$ cat config.mk
export PLATFORM = sky130hd
export DESIGN_NAME = fetch_stage
export DESIGN_NICKNAME = d
export VERILOG_FILES = /design/src/rtl/cpu_pkg.sv /design/src/rtl/fulladd_64.sv /design/src/rtl/ifid_reg.sv /design/src/rtl/fetch_stage.sv
export SDC_FILE = /design/constraint.sdc
export NUM_CORES = 1
export LEC_CHECK = 0
export ABC_AREA = 1
export BUFFER_PORTS_ARGS = -buffer_cell sky130_fd_sc_hd__buf_2
export CORE_MARGIN = 8
export CORE_UTILIZATION = 54
export CTS_CLUSTER_DIAMETER = 80
export CTS_CLUSTER_SIZE = 25
export DETAILED_ROUTE_END_ITERATION = 8
export GPL_TIMING_DRIVEN = 0
export MAX_ROUTING_LAYER = met4
export PLACE_DENSITY = 0.81
export SLEW_MARGIN = 15
export SYNTH_ARGS = -nofsm -noshare
export SYNTH_HDL_FRONTEND = slang
export SYNTH_SLANG_ARGS = --single-unit
$ cat constraint.sdc
create_clock -name clk -period 2.26 [get_ports clk]
set_clock_uncertainty 0.2 [all_clocks]
set_input_delay 0.113 -clock clk [delete_from_list [all_inputs] [get_ports clk]]
set_output_delay 0.113 -clock clk [all_outputs]
set_load 0.02 [all_outputs]
$ cat src/rtl/cpu_pkg.sv
// Shared CPU definitions: widths, the NOP encoding, fetch FSM states and
// the IF/ID pipeline register payload.
package cpu_pkg;

  localparam int XLEN = 64;
  localparam int ILEN = 32;

  localparam logic [ILEN-1:0] NOP_INSTR = 32'hD503201F;

  typedef enum logic [0:0] {BOOT, RUN} fetch_state_t;

  typedef struct packed {
    logic [XLEN-1:0] pc;
    logic [XLEN-1:0] pc4;
    logic [ILEN-1:0] instr;
    logic            valid;
  } ifid_t;

  localparam ifid_t IFID_BUBBLE = '{pc: '0, pc4: '0, instr: NOP_INSTR, valid: 1'b0};

endpackage

$ cat src/rtl/fulladd_64.sv
// 64-bit adder/subtractor shared with the single-cycle datapath.
// Ports:
//   a_i, b_i    operands
//   sub_flag_i  0: a+b, 1: a-b (two's complement)
//   sum_o       result, modulo 2^64
module fulladd_64 (
  input  logic [63:0] a_i,
  input  logic [63:0] b_i,
  input  logic        sub_flag_i,
  output logic [63:0] sum_o
);

  assign sum_o = a_i + (b_i ^ {64{sub_flag_i}}) + {63'd0, sub_flag_i};

endmodule

$ cat src/rtl/ifid_reg.sv
// Generic pipeline stage register carrying an ifid_t payload.
// Ports:
//   clk       clock
//   rst_n     async active-low clear to the bubble value
//   load_i    capture d_i
//   bubble_i  capture the bubble value (wins over load_i)
//   d_i       incoming payload
//   q_o       registered payload
// With neither load_i nor bubble_i the contents hold.
module ifid_reg
  import cpu_pkg::*;
(
  input  logic  clk,
  input  logic  rst_n,
  input  logic  load_i,
  input  logic  bubble_i,
  input  ifid_t d_i,
  output ifid_t q_o
);

  always_ff @(posedge clk or negedge rst_n) begin
    if (!rst_n) begin
      q_o <= IFID_BUBBLE;
    end else if (bubble_i) begin
      q_o <= IFID_BUBBLE;
    end else if (load_i) begin
      q_o <= d_i;
    end
  end

endmodule

$ cat src/rtl/fetch_stage.sv
// Instruction fetch stage: owns the PC, drives instruction memory and fills
// the IF/ID register. Handles stall/flush from the hazard unit and taken
// branch redirects resolved in ID.
// Ports:
//   clk, reset_n            clock, async active-low reset
//   stall, flush            hazard unit controls
//   br_taken, br_target     redirect from ID
//   imem_addr / imem_instr  instruction memory interface (addr is the PC reg)
//   ifid_*                  IF/ID register contents
//   fetch_count             saturating count of valid instructions latched
//   bubble_count            saturating count of flush/redirect bubbles
//
// state | meaning
// BOOT  | first cycle after reset release, PC held, nothing latched
// RUN   | normal fetch with br_taken > stall > flush > normal priority
module fetch_stage
  import cpu_pkg::*;
#(
  parameter int              ADDR_W   = 64,
  parameter int              INSTR_W  = 32,
  parameter logic [ADDR_W-1:0] RESET_PC = '0,
  parameter int              CNT_W    = 32
) (
  input  logic               clk,
  input  logic               reset_n,
  input  logic               stall,
  input  logic               flush,
  input  logic               br_taken,
  input  logic [ADDR_W-1:0]  br_target,
  output logic [ADDR_W-1:0]  imem_addr,
  input  logic [INSTR_W-1:0] imem_instr,
  output logic [ADDR_W-1:0]  ifid_pc,
  output logic [ADDR_W-1:0]  ifid_pc4,
  output logic [INSTR_W-1:0] ifid_instr,
  output logic               ifid_valid,
  output logic [CNT_W-1:0]   fetch_count,
  output logic [CNT_W-1:0]   bubble_count
);

  localparam logic [CNT_W-1:0] CNT_ONE = {{(CNT_W-1){1'b0}}, 1'b1};

  fetch_state_t      state_q;
  logic [ADDR_W-1:0] pc_q;
  logic [ADDR_W-1:0] pc_plus4;
  logic [CNT_W-1:0]  fetch_cnt_q;
  logic [CNT_W-1:0]  bubble_cnt_q;
  logic              ifid_load;
  logic              ifid_bubble;
  ifid_t             ifid_d;
  ifid_t             ifid_q;

  fulladd_64 u_pc_inc (
    .a_i        (pc_q),
    .b_i        (64'd4),
    .sub_flag_i (1'b0),
    .sum_o      (pc_plus4)
  );

  // IF/ID control; BOOT leaves the register untouched.
  always_comb begin
    ifid_load   = 1'b0;
    ifid_bubble = 1'b0;
    if (state_q == RUN) begin
      if (br_taken)     ifid_bubble = 1'b1;
      else if (stall)   ifid_bubble = 1'b0;
      else if (flush)   ifid_bubble = 1'b1;
      else              ifid_load   = 1'b1;
    end
  end

  assign ifid_d = '{pc: pc_q, pc4: pc_plus4, instr: imem_instr, valid: 1'b1};

  ifid_reg u_ifid (
    .clk      (clk),
    .rst_n    (reset_n),
    .load_i   (ifid_load),
    .bubble_i (ifid_bubble),
    .d_i      (ifid_d),
    .q_o      (ifid_q)
  );

  always_ff @(posedge clk or negedge reset_n) begin
    if (!reset_n) begin
      state_q      <= BOOT;
      pc_q         <= RESET_PC;
      fetch_cnt_q  <= '0;
      bubble_cnt_q <= '0;
    end else begin
      case (state_q)
        BOOT: state_q <= RUN;
        RUN: begin
          if (br_taken) begin
            // Targets are word aligned; drop any stray low bits.
            pc_q <= br_target & ~{{(ADDR_W-2){1'b0}}, 2'b11};
            if (~&bubble_cnt_q) bubble_cnt_q <= bubble_cnt_q + CNT_ONE;
          end else if (stall) begin
            pc_q <= pc_q;
          end else if (flush) begin
            pc_q <= pc_plus4;
            if (~&bubble_cnt_q) bubble_cnt_q <= bubble_cnt_q + CNT_ONE;
          end else begin
            pc_q <= pc_plus4;
            if (~&fetch_cnt_q) fetch_cnt_q <= fetch_cnt_q + CNT_ONE;
          end
        end
        default: state_q <= BOOT;
      endcase
    end
  end

  assign imem_addr    = pc_q;
  assign ifid_pc      = ifid_q.pc;
  assign ifid_pc4     = ifid_q.pc4;
  assign ifid_instr   = ifid_q.instr;
  assign ifid_valid   = ifid_q.valid;
  assign fetch_count  = fetch_cnt_q;
  assign bubble_count = bubble_cnt_q;

endmodule

# Word-level counts from Yosys, hierarchy flattened
# Cells that the tools add are included.
[op_classes] n_bitwise=4 n_mux=16 addsub=3 n_eq_ne=1 n_reduce_logical=7
[op_table] op="$mux W161" n=2
[op_table] op="$mux W32" n=4
[op_table] op="$mux W64" n=2
[op_table] op="$add A32 B1 Y32 const B" n=2
[op_table] op="$add A64 B3 Y64 const B" n=1
[op_table] op="$reduce_and A32 Y1" n=2
[op_table] op="$mux W1" n=8
[op_table] op="$reduce_and A5 Y1" n=1
[op_table] op="$not A1 Y1" n=4
[op_table] op="$reduce_bool A2 Y1" n=2
[op_table] op="$reduce_and A3 Y1" n=1
[op_table] op="$ne A2 B1 Y1 const B" n=1
[op_table] op="$reduce_and A2 Y1" n=1
[word_totals] out_inout_bits=289 register_bits=290

# Logic depth before layout (Yosys ltp)
# Gate-level depths: netlist (run 1).
[logic_depth] ltp_word=6 mapped_depth=12 depth_no_buf=12

# Cells and area by module
# From an unflattened synthesis (run 1), not the netlist that was laid out.
[unflattened] hier_cells=2909 hier_area_um2=19606.3
[by_module_without_submodules] module="fetch_stage" seq_area_each_um2=3228.1 instances=1 area_each_um2=7315.8 cells_each=1032
[by_module_without_submodules] module="ifid_reg" seq_area_each_um2=4045.1 instances=1 area_each_um2=6318.6 cells_each=698
[by_module_without_submodules] module="fulladd_64" seq_area_each_um2=0.0 instances=1 area_each_um2=5972.0 cells_each=1179

# Worst setup path after synthesis (run 1)
# No wires, ideal clock.
[synth_path] path_kind="reg-to-reg" from="register fetch_cnt_q[0] (netlist: fetch_count[0])" to="register fetch_cnt_q[1] (netlist: fetch_count[1])" path_slack_ps=213 t_arrival_ps=1727 setup_ps=119 required_ps=1941 stages_incl_launch_ff=12 cell_sequence="dfrtp_1 ha_1 inv_1 nor3_4 nand2_2 nor2_4 nand3_2 nand2_4 inv_4 buf_6 nand2_1 o21ai_2"
[synth_between] elab_chain_len=3
[synth_rtl] element="start, declared" line="fetch_stage.sv:45" rtl="logic [CNT_W-1:0] fetch_cnt_q;"
[synth_rtl] element="start signal, assigned" line="fetch_stage.sv:103" rtl="if (~&fetch_cnt_q) fetch_cnt_q <= fetch_cnt_q + CNT_ONE;"
[synth_rtl] element="parallel branches: the longest is 3 deep, another holds $add A32 B1 Y32"
# Several ways; the timed one is not identified.
# A chain may end at the register's enable or synchronous reset.

# Final worst setup path (run 1)
[layout_path] from="register pc_q[29] (netlist: imem_addr[29])" to="register pc_q[63] (netlist: imem_addr[63])"
[layout_between] elab_chain_len=3
[layout_rtl] element="start, declared" line="fetch_stage.sv:43" rtl="logic [ADDR_W-1:0] pc_q;"
[layout_rtl] element="start signal, assigned" line="fetch_stage.sv:94" rtl="pc_q <= br_target & ~{{(ADDR_W-2){1'b0}}, 2'b11};"
[layout_rtl] element="start signal, assigned" line="fetch_stage.sv:97" rtl="pc_q <= pc_q;"
[layout_rtl] element="start signal, assigned" line="fetch_stage.sv:99" rtl="pc_q <= pc_plus4;"
[layout_rtl] element="$add A64 B3 Y64" line="fulladd_64.sv:13" rtl="assign sum_o = a_i + (b_i ^ {64{sub_flag_i}}) + {63'd0, sub_flag_i};"
[layout_rtl] element="$mux W64" line="fetch_stage.sv:96" rtl="end else if (stall) begin"
[layout_rtl] element="$mux W64" line="fetch_stage.sv:92" rtl="if (br_taken) begin"
# Every way passes these cells. The select of a mux whose other input is x is not followed.

==> out/metrics.yaml, run 1 <==
routedWlPerCell_um: 20.81
cellLeakagePower_nw: 9.746
rsz0062_at_grt: "true"
whs_path_depth: 4
fin_crit_ps: 2231
ir_worst_vdd_v: 0.0007934
cp_top_family: "simple AND/OR/NAND/NOR gates"
ys_seq_area_share_pct: 48.42
rows: 60
cts-root-buf: "clkbuf_16"
clkLatencyLatePin_ps: 510
gr-max-usage-layer: "met2"
max_freq_mhz: 448.3
synthCells: 1968
use_met1_pct: 42.81
grt.overflow.total: 0
drive_above_1_share_pct: 22.96
cp_common_cell: "nand2_1"
comb_power_share_pct: 32.4
power_density_mw_per_mm2: 786.5
clock-sinks: 285
drt-pass1-iter-count: 6
track_usage_pct: 35.43
htree_levels: 1
r2r_end: "imem_addr[63]"
clockBufferDepth: 3
finalHoldViolations: 0
totalWireLength_um: 59220
place_congestion: 1.021
grt_pass1_vias: 15705
path_clk_slew_ps: 100
crit_fanout: 5
grt_use_met2_pct: 57.78
grt_max_degree: 105
tightest_slew_ps: 788.3
tritoncts: "yes"
dp_cells: 2698
power_switching_mw: 5.943
cts_buffers: 16
drt_iter0_markers: 1619
crit_buf_inv: 0
setup_slack_ps: 29.30
io_buffers: 385
end_kind: "register"
stdcell_count: 2846
required_ps: 2470
die_h_um: 181.3
die_x_um: 181.3
hold_class: "input port to register"
drv_cap: 0
outcome: "finished, final reports clean"
p_clk_share_pct: 22.5
min_from: "br_taken"
drc_errors: 0
antenna_found_initial: 2
die_area_mm2: 0.03288
drv_slew: 0
synth_area_per_cell_um2: 7.501
fin_crit_sh_pct: 98.70
crit_path_max_incr_delay_ps: 500
r2r-start: "imem_addr[29]"
synth_warnings: 0
synth_flop_cell: "dfrtp_1"
core_area_mm2: 0.02688
place_ws_ps: -151.1
syn-cell-area_mm2: 0.01476
use_met3_pct: 7.823
dp_hpwl_um: 44150
synth_cell_types: 40
swShare_pct: 39.65
ys_async_sr_fraction_pct: 100.0
seq_power_share_pct: 45.1
vias_per_cell: 5.564
whs_endpoint: "imem_addr[9]"
synth_edf_count: 0
nets: 2596
p_int_mw: 9.045
synth_seq_cells: 285
r2r.worst_path.cells: 9
r2r_setup_slack_ps: 30
grt_first_pass_wirelength_um: 89220
critPathArrivalTime_ps: 2440
path_cells: "nand2_1, nor2_1, nand2_1, nor2_2, nand2_1, o21ai_0, nand3_1, nand2_1, nand2_1"
startpoint_type: "register"
vias: 15836
ant_nets: 0
crit_slowest_cell: "dfrtp_1"
pin_count: 390
critPathKind: "register to register"
initial_core_util_pct: 54.93
areaGrowthSynthToFinish_pct: 29.10
maxSlewHeadroom_pct: 47.44
setup_viol: 0
-- cell usage in the layout (no fill, tap or decap), types with 8 or more instances in the layout --
cell,instances
dfrtp_1,266
clkbuf_1,22
nand2_1,730
buf_2,407
inv_1,143
nand4_1,22
a22oi_1,15
clkbuf_16,18
dfstp_2,13
xnor2_1,11
o22ai_1,13
nor2_2,20
o21ai_1,21
nand2_2,11
o21ai_0,95
buf_4,25
a22o_1,30
dlygate4sd3_1,98
a21oi_1,43
nand3_1,79
nor2_1,241
nor2_4,12
nor3_1,28
o21ai_2,8
xor2_1,48
-- logic make-up after synthesis --
family	share of synthesized area [%]
buf+inv	6.518
fa+ha+maj	0.2543
simple gates	31.77
xor+xnor	3.560
other cells	0.05088
compound gates	9.425
flops	48.42
-- sequential cells by signal (all words and copies together), names as in the netlist --
name          flops
state_q           1
fetch_count      32
u_ifid.q_o      158
bubble_count     32
imem_addr        62
-- layer usage --
metal  up-vias  routed length (um)
li1       7291                   -
met1      7431               22610
met2       930               27900
met3       184                5975
met4         0                2734
met5         -                   0
-- cell usage after synthesis, types with 2 or more instances --
cell type	count	share of area (%)
inv_2	6	0.15
nand4_1	22	0.93
conb_1	2	0.051
clkbuf_1	25	0.64
xor2_1	49	2.9
nor2_1	259	6.6
nand3_1	80	2.7
xnor2_1	11	0.65
ha_1	3	0.25
dfrtp_1	272	46
a21boi_0	3	0.15
o21ai_0	98	3.3
inv_1	145	3.7
o211ai_1	3	0.15
nand2_4	3	0.23
o21ai_2	6	0.36
a22o_1	30	1.8
dfstp_2	13	2.3
o22ai_1	13	0.55
buf_2	29	0.98
buf_1	6	0.15
buf_4	8	0.41
nor2_4	7	0.53
nand3_2	2	0.14
nand2_1	740	19
nand2_2	3	0.13
a22oi_1	15	0.76
nor3_1	28	0.95
o21ai_1	20	0.68
o21a_1	2	0.10
buf_6	6	0.46
a21oi_1	43	1.5
nor2_2	7	0.30
nand3b_1	3	0.15
-- stage by stage --
stage                     utilization (%)  setup TNS, ps  power [mW]  hold WS, ps  instance area [um2]
after floorplan                         -              0       9.308       -382.6                14770
after global placement              63.70       -1233660       11.15        130.2                17120
after detailed placement            64.04         -994.7       11.27       -128.3                17210
after CTS                           69.73              0       14.74        111.6                18740
after global routing                70.88         -494.6       15.61        149.1                19050
final                               70.91              0       14.99        158.2                19060
-- power groups by stage --
| stage | combinational, mW | sequential [mW] | clock, mW |
|---|---|---|---|
| CTS | 4.64 | 6.71 | 3.39 |
| detailed placement | 4.47 | 6.80 | 0 |
| global route | 5.23 | 6.85 | 3.54 |
| finish | 4.86 | 6.76 | 3.37 |
| floorplan | 1.65 | 7.65 | 0 |
| global placement | 4.39 | 6.76 | 0 |
-- how the worst max path moves through the flow --
stage	depth (start not counted)	startpoint	slack (ps)	end
2_1_floorplan	11	fetch_count[0]	210	fetch_count[1]
3_3_place_gp	1	reset_n	-4440	u_ifid.q_o[131]
3_5_place_dp	12	imem_addr[2]	-150	imem_addr[38]
4_1_cts	8	state_q	1	u_ifid.q_o[76]
5_1_grt	8	imem_addr[14]	-100	imem_addr[33]
6_report	9	imem_addr[29]	30	imem_addr[63]
-- layout make-up --
type | count | area [um2]
Fill cell | 2117 | 7819
Tap cell | 341 | 426.7
Antenna cell | 5 | 12.51
Multi-Input combinational cell | 1458 | 6785
Buffer | 74 | 412.9
Sequential cell | 285 | 7156
Clock buffer | 20 | 436.7
Timing Repair Buffer | 505 | 3173
Clock inverter | 6 | 78.83
Inverter | 152 | 575.6
-- worst min-delay path: stages --
cell      delay (ps)
buf_2            170
clkbuf_1         250
a21oi_1          210
a22oi_1           80
-- what timing repair did --
action,4_1_cts,5_1_grt
gates cloned,0,1
hold buffers,98,0
gates resized for setup,12,59
endpoints found under the setup margin,29,238
setup buffers,0,18
pin swaps,1,7
endpoints found under the hold margin,276,0
Power figures use the tool's default switching activity.
==> inputs of run 2 (changes only) <==
clock period = 2.1 ns   (was 2.26 ns; I/O delays follow)
==> run 2 against run 1 <==
  * The run now ends with hold timing left
  * Hold slack got worse by 260 ps
  * Critical path depth grew 2
  * Maximum frequency grew 6.7%
  * Final area is 2.1% higher
==> out/metrics.yaml, run 2 (synthesis gave the netlist of run 1 again) <==
outcome: "finished with violations"
violations: "hold timing"
core_area_mm2: 0.02688
required_ps: 2320
crit_slowest_cell: "dfrtp_2"
p_int_mw: 9.823
drt_iter0_markers: 1555
place_congestion: 1.021
nets: 2614
totalWireLength_um: 59670
cts-root-buf: "clkbuf_16"
die_x_um: 181.3
clock-sinks: 285
largest-register: "u_ifid.q_o"
finalPower_mw: 16.30
crit_buf_inv: 1
antenna_found_initial: 1
io_buffers: 385
track_usage_pct: 35.61
drv_slew: 0
end_kind: "register"
tightest_slew_ps: 822.9
rows: 60
grt_max_degree: 105
pin_count: 390
finalHoldViolations: 52
r2r_setup_slack_ps: 9
fin_crit_ps: 2091
drv_cap: 0
grt_pass1_vias: 15781
clkLatencyLatePin_ps: 520
cp_top_family: "simple AND/OR/NAND/NOR gates"
holdWs_ps: -102.2
fin_crit_sh_pct: 99.58
die_h_um: 181.3
largest_register_ffs: 158
drt-pass1-iter-count: 6
routedWlPerCell_um: 20.86
r2r_end: "imem_addr[50]"
ir_worst_vdd_v: 0.0008832
swShare_pct: 39.75
power_switching_mw: 6.482
rsz0062_at_grt: "true"
drc_errors: 0
drive_above_1_share_pct: 26.65
vias_per_cell: 5.623
startpoint_type: "register"
fill_cells: 2057
power_density_mw_per_mm2: 837.6
r2r.worst_path.cells: 11
ant_nets: 0
path_cells: "ha_4, nand2_4, nor2_4, nand2_4, nor2_4, buf_6, nand2_8, o21ai_4, nand3_2, nand2_2, nand2_1"
crit_path_max_incr_delay_ps: 440
final_cell_area_mm2: 0.01947
areaGrowthSynthToFinish_pct: 31.87
path_clk_slew_ps: 100
grt_first_pass_wirelength_um: 89800
clockBufferDepth: 3
p_clk_share_pct: 22.2
dp_hpwl_um: 44150
r2r-start: "imem_addr[2]"
comb_power_share_pct: 33.0
maxSlewHeadroom_pct: 45.14
htree_levels: 1
cts_buffers: 16
tritoncts: "yes"
cts_hold_buffers: 97
grt.overflow.total: 0
cellLeakagePower_nw: 9.883
place_area_mm2: 0.01721
final_cell_mix: "nand2_1 (720), buf_2 (404), dfrtp_1 (237)"
crit_fanout: 5
seq_power_share_pct: 44.8
hold_class: "input port to async pin"
max_freq_mhz: 478.2
critPathArrivalTime_ps: 2310
layout_commonest_cell: "nand2_1"
die_area_mm2: 0.03288
critPathKind: "register to register"
setup_viol: 0
initial_core_util_pct: 54.93
vias: 16086
run 2: cell count changes in the layout (fill, tap and decap cells not counted), moves of 4 or more:
cell and delta:
dfrtp_1 -29, nor2_2 +10, nor2_1 -19, clkbuf_1 -4
nor2_4 +9, clkbuf_2 +5, nand2_4 +4, nand2_1 -10
dfrtp_2 +29, nor3_1 -5, nand2_2 +5, nor3_2 +5
buf_4 +25
run 2: routing by layer:
layer	GRT usage (%)	wire, um
met3	7.563	6086
met2	58.13	28290
met1	43.17	22640
met4	13.18	2654
met5	-	0
run 2: how the worst max path moves through the flow:
stage / depth (start not counted) / slack [ps] / endpoint / start
2_1_floorplan: 11 / 50 / fetch_count[1] / fetch_count[0]
3_3_place_gp: 1 / -4590 / u_ifid.q_o[131] / reset_n
3_5_place_dp: 12 / -310 / imem_addr[38] / imem_addr[2]
4_1_cts: 9 / 1 / imem_addr[51] / imem_addr[8]
5_1_grt: 8 / -80 / imem_addr[33] / imem_addr[10]
6_report: 11 / 9 / imem_addr[50] / imem_addr[2]
run 2: repair_timing:
| action | 4_1_cts | 5_1_grt |
|---|---|---|
| endpoints found under the setup margin | 205 | 223 |
| buffers inserted | 15 | 23 |
| pin swaps | 6 | 14 |
| gates resized for setup | 61 | 112 |
| endpoints found under the hold margin | 276 | 52 |
run 2: through the flow:
| step | hold WS, ps | TNS (ps) | instances | utilization, % | setup slack, ps |
|---|---|---|---|---|---|
| after CTS | -86.78 | 0 | 2836 | 70.50 | 1.355 |
| after floorplan | -390.6 | 0 | 1969 | - | 53.23 |
| final | -102.2 | 0 | 2861 | 72.43 | 8.882 |
| after global routing | -75.17 | -659.5 | 2860 | 72.42 | -78.39 |
| after detailed placement | -136.3 | -14880 | 2698 | 64.04 | -311.1 |
| after global placement | 122.2 | -1288670 | 2695 | 63.70 | -4588 |
run 2: power by group through the flow:
stage | Combinational [mW] | Sequential [mW] | Clock (mW)
floorplan | 1.78 | 8.24 | 0
global placement | 4.73 | 7.28 | 0
detailed placement | 4.81 | 7.32 | 0
CTS | 5.12 | 7.21 | 3.65
global route | 5.77 | 7.40 | 3.81
finish | 5.38 | 7.31 | 3.62
run 2: area by class of cell:
class,count,area (um2),share of cell area [%]
clock buffers,20,436.7,2.243
flip-flops and latches,285,7192,36.95
inverters,152,575.6,2.957
plain buffers,74,434.2,2.230
well taps,341,426.7,2.192
clock inverters,6,78.83,0.4049
repair buffers,523,3279,16.85
multi-input cells,1458,7038,36.15
diodes,2,5.005,0.02571
